==> src/rtl/tug_match_ctrl_if.sv <==
// Player/tick inputs and display-facing outputs of the tug-of-war match sequencer.
interface tug_match_ctrl_if;
    logic       start;
    logic       tick;
    logic       l_pulse;
    logic       r_pulse;
    logic [3:0] pos;
    logic       play;
    logic [1:0] cd_val;
    logic [1:0] score_l;
    logic [1:0] score_r;
    logic [1:0] winner;
    logic       match_over;

    modport master (
        output start, tick, l_pulse, r_pulse,
        input  pos, play, cd_val, score_l, score_r, winner, match_over
    );

    modport slave (
        input  start, tick, l_pulse, r_pulse,
        output pos, play, cd_val, score_l, score_r, winner, match_over
    );
endinterface

==> src/rtl/tug_match_ctrl.sv <==
// Tug-of-war match sequencer: countdown, rope position, round wins, scores and match winner.
module tug_match_ctrl #(
    parameter int CD_TICKS   = 3,
    parameter int HOLD_TICKS = 2,
    parameter int WIN_ROUNDS = 2
) (
    input  logic             clk,
    input  logic             rst,
    tug_match_ctrl_if.slave  bus
);
    localparam logic [2:0] S_IDLE      = 3'd0;
    localparam logic [2:0] S_COUNTDOWN = 3'd1;
    localparam logic [2:0] S_PLAY      = 3'd2;
    localparam logic [2:0] S_ROUND_END = 3'd3;
    localparam logic [2:0] S_MATCH_END = 3'd4;

    localparam logic [3:0] POS_CENTRE = 4'd8;
    localparam logic [1:0] CD_LOAD    = 2'(CD_TICKS);
    localparam logic [3:0] HOLD_LOAD  = 4'(HOLD_TICKS);
    localparam logic [1:0] WIN_COUNT  = 2'(WIN_ROUNDS);

    logic [2:0] state;
    logic [3:0] hold_cnt;
    logic [1:0] round_winner_score;

    assign round_winner_score = (bus.winner == 2'b01) ? bus.score_l : bus.score_r;

    // Every output is a register; in the side states presses are simply never looked at.
    always_ff @(posedge clk) begin
        if (rst) begin
            state          <= S_IDLE;
            hold_cnt       <= 4'd0;
            bus.pos        <= POS_CENTRE;
            bus.play       <= 1'b0;
            bus.cd_val     <= 2'd0;
            bus.score_l    <= 2'd0;
            bus.score_r    <= 2'd0;
            bus.winner     <= 2'b00;
            bus.match_over <= 1'b0;
        end else begin
            case (state)
                S_IDLE: begin
                    bus.pos <= POS_CENTRE;
                    if (bus.start) begin
                        bus.score_l <= 2'd0;
                        bus.score_r <= 2'd0;
                        bus.winner  <= 2'b00;
                        bus.cd_val  <= CD_LOAD;
                        state       <= S_COUNTDOWN;
                    end
                end

                S_COUNTDOWN: begin
                    if (bus.tick) begin
                        if (bus.cd_val == 2'd1) begin
                            bus.cd_val <= 2'd0;
                            bus.play   <= 1'b1;
                            state      <= S_PLAY;
                        end else begin
                            bus.cd_val <= bus.cd_val - 2'd1;
                        end
                    end
                end

                S_PLAY: begin
                    if (bus.l_pulse && !bus.r_pulse) begin
                        if (bus.pos == 4'd14) begin
                            bus.pos     <= 4'd15;
                            bus.score_l <= bus.score_l + 2'd1;
                            bus.winner  <= 2'b01;
                            bus.play    <= 1'b0;
                            hold_cnt    <= HOLD_LOAD;
                            state       <= S_ROUND_END;
                        end else if (bus.pos < 4'd14) begin
                            bus.pos <= bus.pos + 4'd1;
                        end
                    end else if (bus.r_pulse && !bus.l_pulse) begin
                        if (bus.pos == 4'd2) begin
                            bus.pos     <= 4'd1;
                            bus.score_r <= bus.score_r + 2'd1;
                            bus.winner  <= 2'b10;
                            bus.play    <= 1'b0;
                            hold_cnt    <= HOLD_LOAD;
                            state       <= S_ROUND_END;
                        end else if (bus.pos > 4'd2) begin
                            bus.pos <= bus.pos - 4'd1;
                        end
                    end
                end

                // The tick that empties the hold decides between another round and match end.
                S_ROUND_END: begin
                    if (bus.tick) begin
                        if (hold_cnt <= 4'd1) begin
                            hold_cnt <= 4'd0;
                            if (round_winner_score == WIN_COUNT) begin
                                bus.match_over <= 1'b1;
                                state          <= S_MATCH_END;
                            end else begin
                                bus.pos    <= POS_CENTRE;
                                bus.winner <= 2'b00;
                                bus.cd_val <= CD_LOAD;
                                state      <= S_COUNTDOWN;
                            end
                        end else begin
                            hold_cnt <= hold_cnt - 4'd1;
                        end
                    end
                end

                S_MATCH_END: begin
                    if (bus.start) begin
                        bus.score_l    <= 2'd0;
                        bus.score_r    <= 2'd0;
                        bus.winner     <= 2'b00;
                        bus.match_over <= 1'b0;
                        bus.pos        <= POS_CENTRE;
                        bus.cd_val     <= CD_LOAD;
                        state          <= S_COUNTDOWN;
                    end
                end

                default: begin
                    state <= S_IDLE;
                end
            endcase
        end
    end
endmodule
==> src/flat_wrapper.sv <==
// flat-port wrapper written by rule: the top's interface ports become plain ports
module tug_match_ctrl_flat 
#(
    parameter int CD_TICKS   = 3,
    parameter int HOLD_TICKS = 2,
    parameter int WIN_ROUNDS = 2
)
  (clk, rst, bus_start, bus_tick, bus_l_pulse, bus_r_pulse, bus_pos, bus_play, bus_cd_val, bus_score_l, bus_score_r, bus_winner, bus_match_over);
  tug_match_ctrl_if bus_i ();
  input  logic clk;
  input  logic rst;
  input wire logic [$bits(bus_i.start)-1:0] bus_start;
  input wire logic [$bits(bus_i.tick)-1:0] bus_tick;
  input wire logic [$bits(bus_i.l_pulse)-1:0] bus_l_pulse;
  input wire logic [$bits(bus_i.r_pulse)-1:0] bus_r_pulse;
  output wire logic [$bits(bus_i.pos)-1:0] bus_pos;
  output wire logic [$bits(bus_i.play)-1:0] bus_play;
  output wire logic [$bits(bus_i.cd_val)-1:0] bus_cd_val;
  output wire logic [$bits(bus_i.score_l)-1:0] bus_score_l;
  output wire logic [$bits(bus_i.score_r)-1:0] bus_score_r;
  output wire logic [$bits(bus_i.winner)-1:0] bus_winner;
  output wire logic [$bits(bus_i.match_over)-1:0] bus_match_over;
  assign bus_i.start = bus_start;
  assign bus_i.tick = bus_tick;
  assign bus_i.l_pulse = bus_l_pulse;
  assign bus_i.r_pulse = bus_r_pulse;
  assign bus_pos = bus_i.pos;
  assign bus_play = bus_i.play;
  assign bus_cd_val = bus_i.cd_val;
  assign bus_score_l = bus_i.score_l;
  assign bus_score_r = bus_i.score_r;
  assign bus_winner = bus_i.winner;
  assign bus_match_over = bus_i.match_over;
  tug_match_ctrl #(.CD_TICKS(CD_TICKS), .HOLD_TICKS(HOLD_TICKS), .WIN_ROUNDS(WIN_ROUNDS)) u_core (.clk(clk), .rst(rst), .bus(bus_i));
endmodule
==> config.mk <==
export PLATFORM = sky130hd
export DESIGN_NAME = tug_match_ctrl_flat
export DESIGN_NICKNAME = d
export VERILOG_FILES = /design/src/rtl/tug_match_ctrl_if.sv /design/src/rtl/tug_match_ctrl.sv /design/src/flat_wrapper.sv
export SDC_FILE = /design/constraint.sdc
export NUM_CORES = 1
export LEC_CHECK = 0
export CAP_MARGIN = 10
export CORE_ASPECT_RATIO = 0.75
export CORE_UTILIZATION = 30
export DETAILED_ROUTE_END_ITERATION = 10
export PLACE_DENSITY_LB_ADDON = 0.05
export SLEW_MARGIN = 20
export SYNTH_ARGS = -nofsm -noshare
export SYNTH_HDL_FRONTEND = slang
export SYNTH_SLANG_ARGS = --single-unit
==> constraint.sdc <==
create_clock -name clk -period 2.1 [get_ports clk]
set_input_delay 0.42 -clock clk [delete_from_list [all_inputs] [get_ports clk]]
set_output_delay 0.42 -clock clk [all_outputs]
set_load 0.01 [all_outputs]
==> results.cfg <==
[logic_synthesis]
synth-edff-count = 0
synth.distinct_cells = 56
ys_seq_area_share_pct = 29.7
synth_fa_ha_area_share_pct = 5.31
synth_compound_area_share_pct = 25.3
synthFlopType = dfxtp_1
synth_top_family_by_area = simple AND/OR/NAND/NOR gates
synth_fp_nets = 185
synth_xor_area_share_pct = 1.24
synth_area_sq_mm = 0.00141
muxShareOfSynthArea_pct = 2.83
avgSynthCellArea_sq_um = 8.17
postSynthCellCount = 173
yosysWarnings = 0
synth_simple_gate_area_share_pct = 30.5
async_flop_share_pct = 0
synth_seq_cells = 21

[clock_network]
cts_tree = yes
cts_hold_buf = 0
clkLatencyLatePin_ns = 0.27
post_cts_buffers = 0
cts_max_path_buffers = 2
cts_max_level = 1
cts-buffers-inserted = 3
root_buffer = clkbuf_8
clk_pin_slew_ns = 0.09
cts_sinks = 21
post_cts_resized = 0

[grt]
grt_pass1_wl_mm = 6.76
gr-total-overflow = 0
grtUsageTotal_pct = 18.6
grt_pass1_vias = 1324
antenna_found_initial = 0
grt_max_degree = 14

[worst_setup_path]
cp_max_fo = 6
r2r-start = u_core.bus.pos[0]$_SDFFE_PP0P_
cp-start-kind = register
worstSetupPathType = reg2reg
arrival_ns = 2.20
reg2reg_depth = 7
r2r_slack_ns = 0.1
endpoint_kind = register
startpoint = u_core.bus.pos[0]$_SDFFE_PP0P_
r2r_end = u_core.bus.score_l[1]$_SDFFE_PP0P_
endpoint = u_core.bus.score_l[1]$_SDFFE_PP0P_
critPathRequiredTime_ns = 2.30

[cells_and_area]
drive_above_1_share_pct = 16.5
diodes = 0
area_growth_pct = 31.5
final_area_sq_mm = 0.00186
finalNetCount = 225
post-route-util_pct = 41.4

[run_status]
outcome = finished, final reports clean

[place]
gp_congestion = 0.845
post_dp_cell_area_sq_mm = 0.00181
hpwl_mm = 3.37
place.port_buffers = 19

[timing]
max_freq_ghz = 0.500
worst_pin_slew_ns = 0.435
slew_headroom_pct = 70.8
layout_min_cycle_time_ns = 2.00
finalMaxSlewViolations = 0
rsz0062_at_grt = no
setup_viol = 0
final-hold-violation-count = 0
fin_skew_ns = 0.00701
finalCritPeriodShare_pct = 95.3

[detailed_routing]
vias = 1511
vias_per_cell = 5.62
dr.pass1.iters = 4
routedWlPerCell_microns = 16.0
wirelength_mm = 4.32
detail-route-antenna-nets = 0
drt_iter0_drc = 131
drc = 0

[die]
rows = 21
dieHeight_microns = 61.5
core_area_sq_mm = 0.00449
die_area_sq_mm = 0.00499
die-width_microns = 81.3
io_pins = 20
start_util_pct = 31.5

[power_and_ir_drop]
powerDensity_mw_per_mm2 = 1010
leakage_nw = 0.709
fin_total_pwr_w = 0.00187
ir_drop_mv = 0.488

[job]
drv_cap = 0

[hold_path]
hold_path_class = reg2reg
[cells in the final DEF, fill, tap and decap left out, drive strengths merged, types with 3 or more instances in the layout]
master / Yosys / final
nor3: 6 / 6
nand2b: 6 / 6
nor4: 3 / 3
ha: 6 / 6
nand2: 12 / 12
or4b: 3 / 3
dfxtp: 21 / 21
nand4: 4 / 4
nor2: 17 / 17
clkdlybuf4s50: 0 / 19
clkbuf: 3 / 3
or2: 4 / 4
inv: 9 / 9
mux2i: 4 / 4
and2: 3 / 3
buf: 4 / 23
nand3b: 4 / 4
o21ai: 10 / 10
a21oi: 12 / 12
[layout make-up]
class	count	area, sq um
clock buffer	3	41.3
clock inverter	1	7.51
fill	463	2630
inverter	9	33.8
multi-input combinational	136	922
sequential	21	420
tap	57	71.3
timing repair buffer	42	363
[cell families (layout without fill, tap and decap cells)]
| kind of cell | count (synthesis) | after routing |
|---|---|---|
| AND/OR/NAND/NOR | 74 | 74 |
| AO/OA/AOI/OAI | 50 | 50 |
| flip-flops | 21 | 21 |
| buffers and inverters | 16 | 55 |
| adder cells (fa/ha/maj) | 6 | 6 |
| multiplexers | 4 | 4 |
| XOR/XNOR | 2 | 2 |
[state kept, by name, summed over array words and instances (netlist names)]
signal                 flops
u_core.bus.pos             4
u_core.bus.winner          2
u_core.bus.match_over      1
u_core.bus.score_r         2
u_core.hold_cnt            4
u_core.state               3
u_core.bus.cd_val          2
u_core.bus.play            1
u_core.bus.score_l         2
[cell usage after synthesis, types with 2 or more instances]
library cell / number / area (sq um)
or4b_1: 3 / 30.0
mux2i_1: 4 / 40.0
a21oi_1: 12 / 60.1
buf_2: 3 / 15.0
o41ai_1: 2 / 17.5
a41o_1: 2 / 20.0
clkbuf_1: 3 / 11.3
a31oi_1: 2 / 12.5
nor2_1: 17 / 63.8
o21ai_0: 8 / 40.0
nor2b_1: 2 / 12.5
nand3b_1: 4 / 30.0
and2_1: 3 / 18.8
o21a_1: 2 / 15.0
ha_1: 6 / 75.1
nor4_1: 3 / 18.8
o31a_1: 2 / 17.5
nor3_1: 6 / 30.0
inv_1: 9 / 33.8
or2_2: 2 / 12.5
nand4_1: 4 / 25.0
nand2_1: 12 / 45.0
a22oi_1: 2 / 15.0
nand2b_1: 6 / 37.5
dfxtp_1: 21 / 420
a211oi_1: 2 / 15.0
o31ai_1: 2 / 15.0
[per-layer routing]
metal	global-route usage, %	routed length, microns	vias up
met2	27.9	1820	57
met3	4.00	183	2
met4	4.59	25	0
met1	26.8	2290	723
met5	0	0	-
li1	-	-	729
[metrics by stage]
stage / hold WS, ns / setup WS, ns / TNS [ns] / instances
floorplan: 0.487 / 0.256 / 0 / 173
global placement: 0.458 / -0.0621 / -0.203 / 265
detailed placement: 0.481 / -0.114 / -0.405 / 265
CTS: 0.496 / 0.108 / 0 / 269
global route: 0.515 / 0.0117 / 0 / 269
finish: 0.496 / 0.0988 / 0 / 269
[critical path, cell delays in order, from the launching register on]
cell and delay (ns):
dfxtp_1 0.37, inv_1 0.16, ha_1 0.18, nand2_1 0.15
or2_1 0.28, or4b_1 0.48, a21o_1 0.19, a21oi_1 0.12
[power breakdown]
part | internal (W) | switching (W)
Sequential | 0.000473 | 0.0000875
Clock | 0.000134 | 0.000152
Combinational | 0.000472 | 0.000554
Total | 0.00108 | 0.000794
[how the worst min path moves through the flow]
stage / cells after the start / start / endpoint / slack (ns)
2_1_floorplan: 2 / u_core.hold_cnt[2]$_SDFFE_PP0P_ / u_core.hold_cnt[2]$_SDFFE_PP0P_ / 0.49
3_3_place_gp: 1 / u_core.bus.play$_SDFFE_PP0P_ / u_core.bus.play$_SDFFE_PP0P_ / 0.46
3_5_place_dp: 1 / u_core.bus.play$_SDFFE_PP0P_ / u_core.bus.play$_SDFFE_PP0P_ / 0.48
4_1_cts: 2 / u_core.bus.match_over$_SDFFE_PP0P_ / u_core.bus.match_over$_SDFFE_PP0P_ / 0.50
5_1_grt: 1 / u_core.bus.play$_SDFFE_PP0P_ / u_core.bus.play$_SDFFE_PP0P_ / 0.52
6_report: 2 / u_core.bus.match_over$_SDFFE_PP0P_ / u_core.bus.match_over$_SDFFE_PP0P_ / 0.50
No activity file was read; power rests on OpenSTA's default activity.
